<file path="config.mk">
export PLATFORM = sky130hd
export DESIGN_NAME = alu_arbiter
export DESIGN_NICKNAME = d
export VERILOG_FILES = /design/src/rtl/alu_arbiter_pkg.sv /design/src/rtl/alu_arbiter_rr_pick.sv /design/src/rtl/alu_arbiter.sv
export SDC_FILE = /design/constraint.sdc
export NUM_CORES = 1
export LEC_CHECK = 0
export ABC_AREA = 1
export CAP_MARGIN = 20
export CORE_MARGIN = 2
export CORE_UTILIZATION = 42
export DETAILED_ROUTE_END_ITERATION = 6
export PLACE_DENSITY = 0.82
export SYNTH_ARGS = -nofsm -noshare
export SYNTH_HDL_FRONTEND = slang
export SYNTH_SLANG_ARGS = --single-unit
</file>
<file path="constraint.sdc">
create_clock -name clk -period 2 [get_ports clk]
set_input_delay 0.4 -clock clk [delete_from_list [all_inputs] [get_ports clk]]
set_output_delay 0.4 -clock clk [all_outputs]
set_load 0.03 [all_outputs]
</file>
<file path="src/rtl/alu_arbiter_pkg.sv">
// Shared encodings for the ALU arbiter: ALUOp codes (ctrl_encode_def subset),
// arbiter FSM state codes and owner identifiers.
package alu_arbiter_pkg;

    localparam int ARB_OPW = 5;

    localparam logic [ARB_OPW-1:0] ALUOP_NOP  = 5'd0;
    localparam logic [ARB_OPW-1:0] ALUOP_ADDU = 5'd1;
    localparam logic [ARB_OPW-1:0] ALUOP_SUBU = 5'd2;
    localparam logic [ARB_OPW-1:0] ALUOP_AND  = 5'd3;
    localparam logic [ARB_OPW-1:0] ALUOP_OR   = 5'd4;
    localparam logic [ARB_OPW-1:0] ALUOP_XOR  = 5'd5;

    localparam logic [1:0] ARB_IDLE = 2'b00;
    localparam logic [1:0] ARB_EXEC = 2'b01;
    localparam logic [1:0] ARB_RESP = 2'b10;

    localparam logic ARB_OWNER_0 = 1'b0;
    localparam logic ARB_OWNER_1 = 1'b1;

endpackage

</file>
<file path="src/rtl/alu_arbiter_rr_pick.sv">
// alu_rr_pick: combinational one-hot 2-way grant. Round-robin by default;
// `define ALU_ARB_FIXED_PRIO_EN for fixed priority to port 0.
module alu_rr_pick
    import alu_arbiter_pkg::*;
(
    input  logic       i_req0_valid,
    input  logic       i_req1_valid,
    input  logic       i_last_grant,
    output logic [1:0] o_grant
);

`ifdef ALU_ARB_FIXED_PRIO_EN
    logic w_unused_last;
    assign w_unused_last = i_last_grant;

    always_comb begin
        o_grant = 2'b00;
        if (i_req0_valid) begin
            o_grant = 2'b01;
        end else if (i_req1_valid) begin
            o_grant = 2'b10;
        end
    end
`else
    // On a tie the port that did not win last time gets the grant.
    always_comb begin
        o_grant = 2'b00;
        if (i_req0_valid && i_req1_valid) begin
            o_grant = (i_last_grant == ARB_OWNER_0) ? 2'b10 : 2'b01;
        end else if (i_req0_valid) begin
            o_grant = 2'b01;
        end else if (i_req1_valid) begin
            o_grant = 2'b10;
        end
    end
`endif

endmodule

</file>
<file path="src/rtl/alu_arbiter.sv">
// alu_arbiter: shares one combinational ALU between two requesters with an
// IDLE/EXEC/RESP sequence. ALU_ARB_FIXED_PRIO_EN selects fixed priority.
module alu_arbiter
    import alu_arbiter_pkg::*;
#(
    parameter int DW  = 32,
    parameter int OPW = ARB_OPW
) (
    input  logic           clk,
    input  logic           rst,
    input  logic           req0_valid,
    output logic           req0_ready,
    input  logic [DW-1:0]  req0_a,
    input  logic [DW-1:0]  req0_b,
    input  logic [OPW-1:0] req0_op,
    input  logic           req1_valid,
    output logic           req1_ready,
    input  logic [DW-1:0]  req1_a,
    input  logic [DW-1:0]  req1_b,
    input  logic [OPW-1:0] req1_op,
    output logic [DW-1:0]  alu_a,
    output logic [DW-1:0]  alu_b,
    output logic [OPW-1:0] alu_op,
    input  logic [DW-1:0]  alu_c,
    input  logic           alu_zero,
    output logic           rsp0_valid,
    input  logic           rsp0_ready,
    output logic           rsp1_valid,
    input  logic           rsp1_ready,
    output logic [DW-1:0]  rsp_c,
    output logic           rsp_zero,
    output logic           busy
);

    logic [1:0]     r_state;
    logic           r_owner;
    logic           r_last_grant;
    logic [DW-1:0]  r_alu_a;
    logic [DW-1:0]  r_alu_b;
    logic [OPW-1:0] r_alu_op;
    logic [DW-1:0]  r_rsp_c;
    logic           r_rsp_zero;

    logic [1:0]     w_grant;
    logic           w_idle;
    logic           w_accept;
    logic           w_rsp0_valid;
    logic           w_rsp1_valid;
    logic           w_rsp_hs;

    alu_rr_pick u_pick (
        .i_req0_valid (req0_valid),
        .i_req1_valid (req1_valid),
        .i_last_grant (r_last_grant),
        .o_grant      (w_grant)
    );

    // Ready is masked during reset so no handshake appears to be taken.
    assign w_idle       = (r_state == ARB_IDLE) && !rst;
    assign req0_ready   = w_idle && w_grant[0];
    assign req1_ready   = w_idle && w_grant[1];
    assign w_accept     = req0_ready || req1_ready;

    assign w_rsp0_valid = (r_state == ARB_RESP) && (r_owner == ARB_OWNER_0);
    assign w_rsp1_valid = (r_state == ARB_RESP) && (r_owner == ARB_OWNER_1);
    assign w_rsp_hs     = (w_rsp0_valid && rsp0_ready) || (w_rsp1_valid && rsp1_ready);

    always_ff @(posedge clk) begin
        if (rst) begin
            r_state      <= ARB_IDLE;
            r_owner      <= ARB_OWNER_0;
            r_last_grant <= ARB_OWNER_1;
            r_alu_a      <= '0;
            r_alu_b      <= '0;
            r_alu_op     <= ALUOP_NOP;
            r_rsp_c      <= '0;
            r_rsp_zero   <= 1'b0;
        end else begin
            case (r_state)
                ARB_IDLE: begin
                    if (w_accept) begin
                        r_alu_a      <= w_grant[1] ? req1_a  : req0_a;
                        r_alu_b      <= w_grant[1] ? req1_b  : req0_b;
                        r_alu_op     <= w_grant[1] ? req1_op : req0_op;
                        r_owner      <= w_grant[1];
                        r_last_grant <= w_grant[1];
                        r_state      <= ARB_EXEC;
                    end
                end
                ARB_EXEC: begin
                    r_rsp_c    <= alu_c;
                    r_rsp_zero <= alu_zero;
                    r_state    <= ARB_RESP;
                end
                ARB_RESP: begin
                    if (w_rsp_hs) begin
                        r_state <= ARB_IDLE;
                    end
                end
                default: r_state <= ARB_IDLE;
            endcase
        end
    end

    assign alu_a      = r_alu_a;
    assign alu_b      = r_alu_b;
    assign alu_op     = r_alu_op;
    assign rsp_c      = r_rsp_c;
    assign rsp_zero   = r_rsp_zero;
    assign rsp0_valid = w_rsp0_valid;
    assign rsp1_valid = w_rsp1_valid;
    assign busy       = (r_state != ARB_IDLE);

endmodule
</file>
Word level (Yosys, flattened, before mapping)
Cells that the tools add are included.
{ "op_classes": {"reduce_logical": 15, "mux": 10, "bitwise": 1, "n_eq_ne": 4} }
{ "op_table": {"columns": ["op", "n"], "rows": [
  ["32-bit two-way mux", 2],
  ["2-bit two-way mux", 6],
  ["1-bit logical AND", 8],
  ["2-bit one-hot mux with 3 select lines", 1],
  ["5-bit two-way mux", 1],
  ["2-bit != test (second input constant)", 2],
  ["2-bit AND reduction", 2],
  ["2-bit by 1-bit == test with 1-bit output (second input constant)", 1],
  ["2-bit == test (second input constant)", 1],
  ["2-bit zero test", 1],
  ["1-bit logical OR", 2],
  ["2-bit nonzero test", 1],
  ["1-bit zero test", 1],
  ["1-bit inverter", 1]
]} }
{ "word_totals": {"input_bits": 177, "wordCells": 38, "out_inout_bits": 107, "regBits": 106} }

Longest topological paths before layout
Gate-level depths: netlist of run 1.
{ "logic_depth": {"depth_word": 7, "mapped_depth": 8, "mapped_depth_nobuf": 7} }

Cells and area by module
A second synthesis of run 1 with hierarchy kept.
{ "hier_totals": {"cells_unflattened": 842, "hier_area_um2": 5242.5} }
{ "by_module_without_submodules": {"columns": ["module", "cells_per_inst", "n_inst", "area_each_um2", "seq_area_each_um2"], "rows": [
  ["alu_arbiter", 837, 1, 5221.3, 2122.0],
  ["alu_rr_pick", 5, 1, 21.3, 0.0]
]} }

Worst setup path after synthesis of run 1
No wires, ideal clock.
{ "synth_timing": {"path_kind": "register to output", "from": "register r_state[0]", "to": "output port req1_ready", "path_buffers": 1, "stages_incl_launch_ff": 7, "slack_ns": 0.220, "arrival_time_ns": 1.380, "required_time_ns": 1.600, "path_cell_list": "dfxtp_1 inv_1 nand2_1 nor2_1 nand2_1 buf_2 inv_1"} }
{ "synth_between": {"elab_chain_len": 3} }
{ "synth_rtl": {"columns": ["element", "line_no", "rtl"], "rows": [
  ["from (decl)", "alu_arbiter.sv:35", "logic [1:0] r_state;"],
  ["from (signal assigned)", "alu_arbiter.sv:70", "r_state <= ARB_IDLE;"],
  ["from (signal assigned)", "alu_arbiter.sv:87", "r_state <= ARB_EXEC;"],
  ["from (signal assigned)", "alu_arbiter.sv:93", "r_state <= ARB_RESP;"],
  ["2-bit zero test", "alu_arbiter.sv:59", "assign w_idle = (r_state == ARB_IDLE) && !rst;"],
  ["1-bit logical AND", "alu_arbiter.sv:59", null],
  ["1-bit logical AND", "alu_arbiter.sv:61", "assign req1_ready = w_idle && w_grant[1];"],
  ["to (decl)", "alu_arbiter.sv:17", "output logic req1_ready,"]
]} }
No other way between the ends.

Final worst setup path of run 1
{ "layout_timing": {"from": "input port req1_valid", "to": "output port req1_ready"} }
{ "layout_between": {"elab_chain_len": 4, "elab_cells_between_ends": 5} }
{ "layout_rtl": {"columns": ["element", "line_no", "rtl"], "rows": [
  ["from (decl)", "alu_arbiter.sv:16", "input logic req1_valid,"],
  ["2-bit two-way mux", "alu_arbiter_rr_pick.sv:32", "end else if (i_req1_valid) begin"],
  ["2-bit two-way mux", "alu_arbiter_rr_pick.sv:30", "end else if (i_req0_valid) begin"],
  ["2-bit two-way mux *", "alu_arbiter_rr_pick.sv:28", "if (i_req0_valid && i_req1_valid) begin"],
  ["1-bit logical AND *", "alu_arbiter.sv:61", null]
]} }
Mark *: on every way between the ends. The rest lies on a longest branch, timed or not.

==> out/results.tsv, run 1 <==
stage	metric	value	unit
global_routing	via count of the first global-routing pass	5527	
synthesis	top-area cell type share of the netlist area	40.9	%
min_path	Hold Crit Class	reg2reg	
cts	clk_lat worst skew	0.34	ns
sta	Final Hold Viols	0	
synthesis	total of warnings raised by yosys	0	
cts	Num CTS Buffers	9	
synthesis	top cells by count, synth	nand2_1, nor2_1, nand3_1, dfxtp_1, inv_1	
cells_and_area	share of layout cells above drive strength 1	4.40	%
cts	H-tree depth	3	
cts	Post-CTS Setup Bufs	0	
route	DR vias	6104	
pwr	Leak	4.10	nW
pwr	Net Sw Power	0.00219	W
critical_path	slowest CP cell	clkdlybuf4s50_1	
synthesis	ys async rst share	0	%
sta	fmax	0.517	GHz
synthesis	syn_area_per_cell	6.10	um^2
die	Die Width	115	um
critical_path	Worst Path Max Fanout	6	
sta	Slew Viols, Final	0	
critical_path	FF-to-FF End	alu_a[30]	
synthesis	Syn Std Cell Area	5190	um^2
route	via-per-instance ratio	4.77	
placement	I/O Buffers	283	
run_status	outcome	complete, no violations	
critical_path	register-to-register setup slack	0.53	ns
cells_and_area	fin area	8630	um^2
synthesis	cells after synthesis	851	
cts	worst-case clock buffer depth	2	
global_routing	first-pass GRT wire length	26.9	mm
synthesis	number of synthesized register bits	106	
cts	CTS Sinks	106	
synthesis	top-count cell post-synth	nand2_1	
critical_path	CP cell instances	clkdlybuf4s50_1 > inv_2 > a21oi_4 > nand2_2 > inv_1 > buf_4	
die	Core Area	12100	um^2
critical_path	CP peak stage delay	0.51	ns
pwr	VDD IR max	450	uV
route	1st-iter DRT viols	387	
die	Ports	284	
synthesis	syn nets	1028	
pwr	Clock power frac	30.1	%
min_path	min-delay src	rsp_c[16]	
route	ANT nets after route	0	
route	routed len/inst	13.3	um
pwr	Logic pwr share	33.8	%
route	Remaining DRCs	0	
route	TritonRoute pass-1 iters	5	
pwr	Power Dens Cells	794	nW/um^2
synthesis	EDFF count, synth	0	
synthesis	Yosys cell types	16	
run	MaxCap Viol Count	0	
die	Die Area	13300	um^2
pwr	sequential share of power	36.1	%
route	total wire length	17.0	mm
synthesis	top cell type by total area after synthesis	dfxtp_1	
critical_path	critical path class	in2out	
global_routing	largest net degree at the start of global routing	59	
min_path	WHS Endpoint	rsp_c[16]	
pwr	total power	0.00685	W
cells_and_area	final core utilization	71.6	%
cts	CTS tree	done	
sta	Final Hold Slack	0.482	ns
die	die height	115	um
global_routing	gr usage total	25.2	%
critical_path	RR Startpoint	r_state[1]	
critical_path	crit start category	input pin	
sta	Final period util	96.6	%
critical_path	critical path data required time	1.60	ns
synthesis	Main synth FF type	dfxtp_1	
cts	clk root buf	clkbuf_16	
sta	Clock Skew	0.0119	ns
critical_path	CP Data Arrival Time	1.53	ns
sta	Slew HR	73.3	%
global_routing	GRT overflow	0	
pwr	sw frac	31.9	%
placement	Placer Congestion	0.811	
pwr	Cell Int Power	0.00467	W
sta	Worst Tran Pin Value	0.400	ns
critical_path	Worst Reg-to-Reg Cells	8	
synthesis	ranking of synthesized cells by area	dfxtp_1, nand2_1, nor2_1	
synthesis	sequential area share after synthesis	40.9	%
sta	Final setup viols	0	
cells_and_area	Layout area overhead	66.2	%
die	FP Rows	40	
placement	dpl cell area	8270	um^2
cells_and_area	antenna cell count	0	
critical_path	CP endpoint kind	primary output	
min_path	cell count of the worst hold path	2	
placement	Post-DP HPWL	12.2	mm
cts	Clock transition at path regs	0.07	ns
die	initial core utilization	43.1	%
cells_and_area	fin nets	1285	
sta	Final Critical Period	1.93	ns
global_routing	antenna violations before repair	0	
[cell type report]
class / instances / area [um^2]
multi-input cells: 603 / 2530
flip-flops and latches: 106 / 2120
well taps: 168 / 210
inverters: 83 / 312
repair buffers: 305 / 3110
clock inverters: 6 / 113
fillers: 1037 / 3430
clock buffers: 10 / 239
[power by group through the flow]
stage	combinational, W	sequential (W)	clock (W)
global placement	0.00229	0.00251	0
finish	0.00232	0.00248	0.00206
detailed placement	0.00231	0.00252	0
CTS	0.00233	0.00248	0.00209
global route	0.00253	0.00250	0.00220
floorplan	0.000794	0.00297	0
[how the worst max path moves through the flow]
stage	start	endpoint	cells after the start
after floorplan	r_state[0]	req1_ready	6
after global routing	req1_valid	req1_ready	6
after global placement	rst	req1_ready	5
final	req1_valid	req1_ready	6
after CTS	r_state[0]	busy	3
after detailed placement	rst	req1_ready	5
[placed cells by master, fill, tap and decap left out, types with 2 or more instances in the layout]
master and count:
nor2_1 204, clkdlybuf4s50_1 277, buf_12 9, bufinv_16 3, dlygate4sd2_1 2, nand3_1 142, clkbuf_16 9, nand2_1 214
dlymetal6s2s_1 2, nand2_2 4, inv_2 2, o21ai_0 33, buf_4 15, dfxtp_1 106, inv_1 81
[through the flow]
| stage | setup WS [ns] | setup TNS, ns | instances |
|---|---|---|---|
| finish | 0.0672 | 0 | 1281 |
| detailed placement | -0.00471 | -0.00471 | 1265 |
| global placement | 0.0196 | 0 | 1265 |
| CTS | 0.00829 | 0 | 1281 |
| floorplan | 0.220 | 0 | 851 |
| global route | -0.00630 | -0.00630 | 1281 |
[timing repair]
action                     in CTS  in global routing
resized for setup               3                  2
hold buffers                    0                  0
hold endpoints to repair        0                  0
setup endpoints to repair       3                  3
pin swaps                       0                  0
[layer usage]
layer	track usage, %	share of wire, %
met2	44.2	50
met4	9.16	2.4
met1	29.2	39
met3	7.33	8.9
met5	0	0
[cells by family (layout without fill, tap and decap cells)]
family | Yosys count | after routing | synth area share, %
AOI/OAI and AO/OA | 36 | 36 | 3.81
DFF | 106 | 106 | 40.9
and+or+nand+nor | 567 | 567 | 44.5
buffers and inverters | 142 | 404 | 10.9
[worst max-delay path: cells and delay by family]
| kind | cells | cell delay, ns |
|---|---|---|
| and+or+nand+nor | 1 | 0.14 |
| AOI/OAI and AO/OA | 1 | 0.16 |
| buffers and inverters | 4 | 0.83 |
[registers in the layout (all words and copies together) (netlist names)]
register / count
r_owner: 1
rsp_zero: 1
alu_op: 5
rsp_c: 32
r_state: 2
r_last_grant: 1
alu_b: 32
alu_a: 32
Power figures use the tool's default switching activity.
==> run 2: changes to the inputs <==
CORE_UTILIZATION = 39   (was 42)
PLACE_DENSITY = 0.77   (was 0.82)
SKIP_LAST_GASP = 1   (was unset)
clock period = 1.8 ns   (was 2 ns; I/O delays follow)
==> run 2 against run 1 <==
Sequential share of layout area shrank 0.25 points; sequential power grew 11%; largest cell class unchanged; critical endpoint is now alu_a[29]; critical path depth shrank 5.
==> out/results.tsv, run 2 (synthesis gave the netlist of run 1 again) <==
stage	metric	value	unit	change
sta	Final period util	98.7	%	
critical_path	crit path buf inv count	1		was 4
global_routing	met1 GRT Util	28.0	%	was 29.2%
global_routing	met3 Usage GRT	6.75	%	was 7.33%
sta	Slew HR	72.3	%	was 73.3%
route	ANT nets after route	0		unchanged
critical_path	critical path class	reg2out		was in2out
pwr	Clock power frac	28.0	%	was 30.1%
global_routing	via count of the first global-routing pass	5721		was 5527
cts	clk root buf	clkbuf_16		unchanged
sta	Final Critical Period	1.78	ns	
critical_path	Crit path max-delay family	buffers and inverters		unchanged
critical_path	CP cell instances	clkdlybuf4s50_1		was clkdlybuf4s50_1 > inv_2 > a21oi_4 > nand2_2 > inv_1 > buf_4
route	TritonRoute pass-1 iters	4		was 5
pwr	Net Sw Power	0.00240	W	was 0.00219 W
cts	Num CTS Buffers	9		unchanged
critical_path	CP endpoint kind	primary output		unchanged
die	Die Width	119	um	was 115 um
placement	Placer Congestion	0.864		was 0.811
cts	CTS Sinks	106		unchanged
cts	clk_lat worst skew	0.34	ns	about the same
die	FP Rows	42		was 40
route	Remaining DRCs	0		unchanged
sta	fmax	0.563	GHz	
cells_and_area	share of layout cells above drive strength 1	4.40	%	about the same
critical_path	CP Data Arrival Time	1.42	ns	was 1.53 ns
pwr	total power	0.00745	W	was 0.00685 W
placement	I/O Buffers	283		unchanged
route	routed len/inst	13.5	um	was 13.3 um
global_routing	first-pass GRT wire length	28.0	mm	was 26.9 mm
global_routing	most used routing layer	met2		unchanged
global_routing	gr usage total	24.4	%	was 25.2%
cells_and_area	most frequent cells in the layout	clkdlybuf4s50_1, nand2_1, nor2_1, nand3_1, dfxtp_1		unchanged
die	die height	119	um	was 115 um
cells_and_area	commonest non-fill, non-tap cell in the layout	clkdlybuf4s50_1		unchanged
die	Die Area	14300	um^2	was 13300 um^2
pwr	Power Dens Cells	855	nW/um^2	was 794 nW/um^2
sta	Final setup viols	0		unchanged
cts	H-tree depth	3		unchanged
sta	Worst Tran Pin Value	0.415	ns	was 0.400 ns
route	total wire length	17.4	mm	was 17.0 mm
critical_path	slowest CP cell	clkdlybuf4s50_1		unchanged
critical_path	crit start category	flop		was input pin
cts	Clock transition at path regs	0.07	ns	about the same
min_path	Hold Crit Class	reg2reg		unchanged
placement	Post-DP HPWL	12.2	mm	about the same
critical_path	CP peak stage delay	0.73	ns	was 0.51 ns
pwr	Logic pwr share	35.1	%	was 33.8%
cells_and_area	antenna cell count	0		unchanged
cts	CTS tree	done		unchanged
run_status	outcome	complete, no violations		unchanged
pwr	sequential share of power	36.9	%	was 36.1%
die	Core Area	13100	um^2	was 12100 um^2
pwr	Cell Int Power	0.00506	W	was 0.00467 W
route	via-per-instance ratio	4.71		was 4.77
critical_path	critical path data required time	1.44	ns	was 1.60 ns
placement	dpl cell area	8370	um^2	was 8270 um^2
die	initial core utilization	39.5	%	was 43.1%
route	1st-iter DRT viols	355		was 387
run	MaxCap Viol Count	0		unchanged
die	Ports	284		unchanged
sta	setup TNS	0	ns	unchanged
sta	Slew Viols, Final	0		unchanged
cells_and_area	Layout area overhead	67.9	%	was 66.2%
sta	Clock Skew	0.00577	ns	was 0.0119 ns
critical_path	Worst Path Max Fanout	2		was 6
global_routing	met2 Track Usage GR	41.7	%	was 44.2%
global_routing	antenna violations before repair	0		unchanged
cells_and_area	fin nets	1288		was 1285
global_routing	GRT overflow	0		unchanged
global_routing	largest net degree at the start of global routing	44		was 59
sta	Final Hold Viols	0		unchanged
cells_and_area	fin area	8720	um^2	was 8630 um^2
pwr	VDD IR max	505	uV	was 450 uV
pwr	sw frac	32.2	%	was 31.9%
route	DR vias	6071		was 6104
cts	worst-case clock buffer depth	2		unchanged
pwr	Leak	4.18	nW	was 4.10 nW
-- run 2: final cells by class --
class,instances,area [um^2]
clock buffers,11,243
clock inverters,3,65.1
fillers,1193,4420
inverters,83,312
multi-input cells,603,2540
flip-flops and latches,106,2120
well taps,176,220
repair buffers,308,3220
-- run 2: routing by layer --
layer | wire length (um) | vias to the layer above
met5 | 0 | -
met4 | 655 | 0
met3 | 1520 | 45
met2 | 8400 | 227
met1 | 6870 | 2675
li1 | - | 3124
-- run 2: power groups by stage --
stage	Clock [W]	Sequential, W	Combinational (W)
floorplan	0	0.00330	0.000883
global placement	0	0.00279	0.00259
detailed placement	0	0.00280	0.00261
CTS	0.00214	0.00275	0.00262
global route	0.00223	0.00278	0.00285
finish	0.00209	0.00275	0.00261
-- run 2: path summary, 6_finish.rpt --
check / from / to / slack, ns / depth (start not counted)
hold / removal: rsp_c[30] / rsp_c[30] / 0.48 / 2
setup reg to reg: r_state[0] / alu_b[0] / 0.35 / 9
setup / recovery: alu_a[29] / alu_a[29] / 0.02 / 1
hold reg to reg: rsp_c[30] / rsp_c[30] / 0.48 / 2
-- run 2: repair_timing --
action                                  in CTS  in global routing
pin swaps                                    0                  2
setup buffers                                0                  3
hold buffers                                 0                  0
gates cloned                                 0                  0
endpoints found under the setup margin       7                  4
gates resized for setup                      5                  7
-- run 2: worst reg2reg max path: cells and delay by family, from the launching register on --
kind / cells / cell delay [ns]
flops: 1 / 0.32
buf+inv: 3 / 0.41
simple gates: 6 / 0.66
-- run 2: through the flow --
stage | hold WS (ns) | util, % | setup WS, ns | std cells
finish | 0.482 | 66.4 | 0.0231 | 1290
global route | 0.514 | 66.4 | -0.0283 | 1290
CTS | 0.487 | 66.0 | -0.169 | 1287
detailed placement | 0.473 | 63.7 | -0.124 | 1273
global placement | 0.462 | 63.7 | -0.0997 | 1273
floorplan | 0.471 | - | 0.0602 | 851
